$ cat src/rtl/fault_campaign_ctrl.sv
// fault_campaign_ctrl: runs a golden pass followed by one pass per fault point against an
// fp/toggle-window instrumented DUT. It drives the DUT's reset/enable/fp and builds a
// per-fault-point detection map.
// Optional build macro FC_CYCLE_CMP_EN: the golden pass records a per-cycle output trace,
// and each fault pass is compared against that trace on every cycle instead of only at the end.
module fault_campaign_ctrl #(
    parameter int unsigned FP_W       = 8,
    parameter int unsigned DATA_W     = 8,
    parameter int unsigned NUM_FP     = 8,
    parameter int unsigned RUN_CYCLES = 16,
    parameter logic [7:0]  SEED       = 8'hA5
) (
    input  logic              clk,
    input  logic              reset,
    input  logic              start,
    output logic              busy,
    output logic              done,
    output logic              dut_reset,
    output logic              dut_enable,
    output logic [FP_W-1:0]   dut_fp,
    input  logic [DATA_W-1:0] dut_out,
    output logic [DATA_W-1:0] golden_val,
    output logic [FP_W-1:0]   cur_fp,
    output logic [NUM_FP-1:0] detected,
    output logic [FP_W:0]     detect_cnt
);

    localparam int unsigned     CntW    = $clog2(RUN_CYCLES + 1);
    localparam logic [FP_W-1:0] FpNone  = '1;
    localparam logic [FP_W-1:0] FpLast  = FP_W'(NUM_FP - 1);
    localparam logic [FP_W-1:0] FpOne   = FP_W'(1);
    localparam logic [CntW-1:0] CntLast = CntW'(RUN_CYCLES - 1);
    localparam logic [CntW-1:0] CntOne  = CntW'(1);
    localparam logic [FP_W:0]   DetOne  = (FP_W + 1)'(1);

    typedef enum logic [2:0] {
        StIdle,
        StRst,
        StRun,
        StCheck,
        StDone
    } state_e;

    state_e            state_q, state_d;
    logic [7:0]        lfsr_q, lfsr_d;
    logic [CntW-1:0]   cnt_q, cnt_d;
    logic [FP_W-1:0]   cur_fp_q, cur_fp_d;
    logic [DATA_W-1:0] golden_q, golden_d;
    logic [NUM_FP-1:0] det_q, det_d;
    logic [FP_W:0]     det_cnt_q, det_cnt_d;
    logic              golden_run;
    logic              mismatch;

    // The all-ones fault point marks the golden pass.
    assign golden_run = (cur_fp_q == FpNone);

`ifdef FC_CYCLE_CMP_EN
    logic [DATA_W-1:0] trace_q [RUN_CYCLES+1];
    logic              run_mm_q;
    logic              cyc_diff;

    // cnt_q indexes RUN cycles 0..RUN_CYCLES-1 and equals RUN_CYCLES during CHECK.
    assign cyc_diff = (dut_out != trace_q[cnt_q]);
    assign mismatch = run_mm_q | cyc_diff;

    // Capture the golden pass output on every RUN cycle and on CHECK
    always_ff @(posedge clk) begin
        if (golden_run && ((state_q == StRun) || (state_q == StCheck))) begin
            trace_q[cnt_q] <= dut_out;
        end
    end

    // Sticky flag: some RUN cycle of the current fault pass left the golden trace
    always_ff @(posedge clk) begin
        if (reset || (state_q == StRst)) begin
            run_mm_q <= 1'b0;
        end else if ((state_q == StRun) && !golden_run && cyc_diff) begin
            run_mm_q <= 1'b1;
        end
    end
`else
    assign mismatch = (dut_out != golden_q);
`endif

    // Sequencer next-state, bookkeeping and DUT drive
    always_comb begin
        state_d    = state_q;
        lfsr_d     = lfsr_q;
        cnt_d      = cnt_q;
        cur_fp_d   = cur_fp_q;
        golden_d   = golden_q;
        det_d      = det_q;
        det_cnt_d  = det_cnt_q;
        busy       = 1'b0;
        done       = 1'b0;
        dut_reset  = 1'b1;
        dut_enable = 1'b0;
        dut_fp     = FpNone;

        unique case (state_q)
            StIdle: begin
                if (start) begin
                    state_d   = StRst;
                    det_d     = '0;
                    det_cnt_d = '0;
                    cur_fp_d  = FpNone;
                end
            end
            StRst: begin
                busy    = 1'b1;
                dut_fp  = cur_fp_q;
                lfsr_d  = SEED;
                cnt_d   = '0;
                state_d = StRun;
            end
            StRun: begin
                busy       = 1'b1;
                dut_reset  = 1'b0;
                dut_enable = lfsr_q[0];
                dut_fp     = cur_fp_q;
                // x^8+x^6+x^5+x^4+1, shifting towards the MSB
                lfsr_d     = {lfsr_q[6:0], lfsr_q[7] ^ lfsr_q[5] ^ lfsr_q[4] ^ lfsr_q[3]};
                cnt_d      = cnt_q + CntOne;
                if (cnt_q == CntLast) begin
                    state_d = StCheck;
                end
            end
            StCheck: begin
                busy      = 1'b1;
                dut_reset = 1'b0;
                dut_fp    = cur_fp_q;
                if (golden_run) begin
                    golden_d = dut_out;
                    cur_fp_d = '0;
                    state_d  = StRst;
                end else begin
                    for (int unsigned i = 0; i < NUM_FP; i++) begin
                        if (cur_fp_q == FP_W'(i)) begin
                            det_d[i] = mismatch;
                        end
                    end
                    if (mismatch) begin
                        det_cnt_d = det_cnt_q + DetOne;
                    end
                    if (cur_fp_q == FpLast) begin
                        state_d = StDone;
                    end else begin
                        cur_fp_d = cur_fp_q + FpOne;
                        state_d  = StRst;
                    end
                end
            end
            StDone: begin
                done    = 1'b1;
                state_d = StIdle;
            end
            default: begin
                state_d = StIdle;
            end
        endcase
    end

    // State and result registers with synchronous reset
    always_ff @(posedge clk) begin
        if (reset) begin
            state_q   <= StIdle;
            lfsr_q    <= SEED;
            cnt_q     <= '0;
            cur_fp_q  <= FpNone;
            golden_q  <= '0;
            det_q     <= '0;
            det_cnt_q <= '0;
        end else begin
            state_q   <= state_d;
            lfsr_q    <= lfsr_d;
            cnt_q     <= cnt_d;
            cur_fp_q  <= cur_fp_d;
            golden_q  <= golden_d;
            det_q     <= det_d;
            det_cnt_q <= det_cnt_d;
        end
    end

    assign golden_val = golden_q;
    assign cur_fp     = cur_fp_q;
    assign detected   = det_q;
    assign detect_cnt = det_cnt_q;

endmodule

$ cat config.mk
export PLATFORM = sky130hd
export DESIGN_NAME = fault_campaign_ctrl
export DESIGN_NICKNAME = d
export VERILOG_FILES = /design/src/rtl/fault_campaign_ctrl.sv
export SDC_FILE = /design/constraint.sdc
export NUM_CORES = 1
export LEC_CHECK = 0
export BUFFER_PORTS_ARGS = -buffer_cell sky130_fd_sc_hd__buf_2
export CORE_MARGIN = 3
export CORE_UTILIZATION = 55
export CTS_CLUSTER_DIAMETER = 100
export DETAILED_ROUTE_END_ITERATION = 8
export GPL_TIMING_DRIVEN = 0
export PLACE_DENSITY_LB_ADDON = 0.25
export SLEW_MARGIN = 25
export SYNTH_ARGS = -nofsm -noshare
export SYNTH_HDL_FRONTEND = slang
export SYNTH_SLANG_ARGS = --single-unit
$ cat constraint.sdc
create_clock -name clk -period 2.1 [get_ports clk]
set_input_delay 0.315 -clock clk [delete_from_list [all_inputs] [get_ports clk]]
set_output_delay 0.315 -clock clk [all_outputs]
set_load 0.03 [all_outputs]
==> metrics.txt <==
overall power 2247 uW; Final Max Tran Viols 0; Fmax 488.1 MHz; CTS tree yes; min cycle time layout 2.049 ns; H-tree depth 2; Yosys cell types 53; Worst Clk Skew 0.008368 ns; type of the most critical hold path input pin to flip-flop; antenna violations before repair 0; gr ovfl total 0; multi-input combinational cell area 1704 um2; global-route wire length before repair 11180 um; Chip Height 77 um; vias per cell 5.747; Placed Instances 456; Post-Layout Cell Count 467; Clock Sinks 49; post-route ant nets 0; Worst R2R End cur_fp[5]; DRC 0; core box area 4786 um2; hold buffer count at cts 0; period utilization 0.9755; WP data arrival 2.25 ns; final-report setup violation count 0; register area share after synthesis 0.3538; post-synthesis area per instance 8.301 um2; P_leak 0.001416 uW; post-synthesis instance area 2773 um2; Main synth FF type dfxtp_1; post-detail-place hpwl 4876 um; fraction of layout cells with a size suffix above 1 0.2500; FF-to-FF path depth 6; Post-synth EDFFs 0; largest net degree at the start of global routing 17; Buffers on Ports 55; max-slew headroom at the worst pin 0.6352; Vias 2684; YS warnings 0; most common cell after layout, fill and taps aside buf_2; Longest Clk Path Bufs 2; commonest non-fill, non-tap cells in the layout 60 x buf_2, 48 x dfxtp_1, 43 x nor2_1; power per cell area 677.6 nW/um2; overall routed net length 6811 um; Setup crit start kind flip-flop; number of fill cells 398; Async SR Flop Fraction 0; Max FO, Critical Path 5; Core Rows 25; Worst IR Drop VDD 0.0004020 V; RR Startpoint cur_fp[1]; outcome finished, final reports clean; root buf cell clkbuf_8; Total GRT Usage 0.2281; vias in the first global route 2417; r2r setup slk 0.05 ns; critical path class flip-flop to flip-flop; DR WL/cell 14.58 um; area grow syn2layout 19.58%; TritonCTS buffer count 5; Pre-antenna DRT Iters 5; Max Cap Violations 0; Worst Path Required 2.30 ns; Worst setup EP type flip-flop; Crit. Startpoint cur_fp[1]; die footprint 5929 um2; register area 982.2 um2; final hold vios 0; Die Wd 77 um; Worst Tran Pin Value 0.5472 ns; Worst-path clk slew 0.09 ns; initial core utilization 0.5793; capture point of the worst path cur_fp[5]; Net Count, Synth 352; Clk Latency, worst-skew pair 0.31 ns; RSZ-0062 raised after global routing true; IO Count 56; gpl congestion 0.9313; FF+latch count, synth 49; initial DRC count 109; Nets 417; post-synthesis cell count 334; n_diodes 0
==> how the worst min path moves through the flow <==
stage | startpoint | to | cells after the start | slack [ns]
6_report | dut_out[6] | golden_val[6] | 3 | 0.26
5_1_grt | dut_out[3] | golden_val[3] | 3 | 0.29
4_1_cts | dut_out[6] | golden_val[6] | 3 | 0.26
3_5_place_dp | cnt_q[4] | cnt_q[4] | 2 | 0.46
3_3_place_gp | cnt_q[4] | cnt_q[4] | 2 | 0.44
2_1_floorplan | cnt_q[4] | cnt_q[4] | 2 | 0.44
==> layer usage <==
metal | global-route usage | up-vias | part of all wire
met3 | 0.03169 | 14 | 0.057
met5 | 0 | - | 0
li1 | - | 1325 | -
met4 | 0.1103 | 0 | 0.020
met2 | 0.3746 | 92 | 0.49
met1 | 0.2940 | 1253 | 0.44
==> through the flow <==
stage | instance area [um2] | setup WS [ns] | TNS (ns) | utilization | hold WS (ns)
6_report | 3316 | 0.05143 | 0 | 0.6928 | 0.2625
5_1_grt | 3316 | -0.04730 | -0.1244 | 0.6928 | 0.2855
4_1_cts | 3264 | -0.02457 | -0.02457 | 0.6821 | 0.2598
3_5_place_dp | 3132 | -0.05697 | -0.1115 | 0.6544 | 0.4555
3_3_place_gp | 3132 | -0.02825 | -0.02825 | 0.6544 | 0.4449
2_1_floorplan | 2773 | 0.03991 | 0 | - | 0.4363
==> worst max-delay path: stages (launching register included) <==
cell and delay [ns]:
dfxtp_1 0.40, ha_2 0.23, nand4_1 0.23, or2_2 0.43, a21oi_4 0.21, nor2_1 0.12
a221o_1 0.32
==> registers in the layout, indices dropped and copies added, names as in the netlist <==
signal and count:
detected 8, golden_val 8, state_q 3, cur_fp 8
cnt_q 5, lfsr_q 8, detect_cnt 9
==> power by group <==
| part | total [uW] | switching [uW] | internal (uW) | leakage, uW |
|---|---|---|---|---|
| Sequential | 1000 | 36.2 | 965 | 0.000397 |
| Combinational | 533 | 328 | 205 | 0.000962 |
| Clock | 713 | 325 | 388 | 0.0000574 |
==> Yosys cell counts (2+ instances only) <==
cell,instances,area share
dfxtp_1,49,0.35
nor2_1,46,0.062
nand2_1,30,0.041
a21oi_1,24,0.043
mux2i_1,16,0.058
clkbuf_1,10,0.014
nand2b_1,10,0.023
nand4_1,9,0.020
o21ai_0,9,0.016
or3_1,9,0.020
xor2_1,8,0.025
ha_1,7,0.032
nand3_1,7,0.013
inv_1,5,0.0068
nor2b_1,5,0.011
o22ai_1,5,0.011
a21o_1,4,0.011
and2_1,4,0.0090
buf_2,4,0.0072
nand4b_1,4,0.013
nor3_1,4,0.0072
o211ai_1,4,0.011
or4_1,4,0.011
xnor2_1,4,0.013
a211oi_1,3,0.0081
a211oi_2,3,0.014
o21bai_1,3,0.0081
o22a_1,3,0.0095
o31ai_1,3,0.0081
or2_2,3,0.0068
a2111oi_0,2,0.0063
a211o_1,2,0.0063
a21oi_2,2,0.0063
a31oi_1,2,0.0045
and3_1,2,0.0045
buf_1,2,0.0027
buf_4,2,0.0054
buf_6,2,0.0081
mux2_2,2,0.0081
nor3_2,2,0.0072
nor4_1,2,0.0045
o311ai_0,2,0.0063
==> final cells by class <==
class	count	area share
buffer	19	0.03057
clock buffer	6	0.02491
clock inverter	2	0.01132
inverter	5	0.005660
multi-input combinational	260	0.5140
sequential	49	0.2962
tap	67	0.02528
timing repair buffer	59	0.09208
==> kinds of logic (layout without fill, tap and decap cells) <==
kind of cell | after synthesis | count (layout) | share of synthesized area
AOI/OAI and AO/OA | 78 | 78 | 0.1968
muxes | 18 | 18 | 0.06588
DFF | 49 | 49 | 0.3538
buffers and inverters | 25 | 91 | 0.04377
adders and majority gates | 7 | 7 | 0.03159
xor gates and xnor gates | 12 | 12 | 0.03791
and+or+nand+nor | 145 | 145 | 0.2703
==> what timing repair did <==
item                       4_1_cts  5_1_grt
pin swaps                        1        1
setup endpoints to repair       18       26
gates resized for setup          1       11
buffers inserted                 2        2
(Power assumes the default switching activity.)
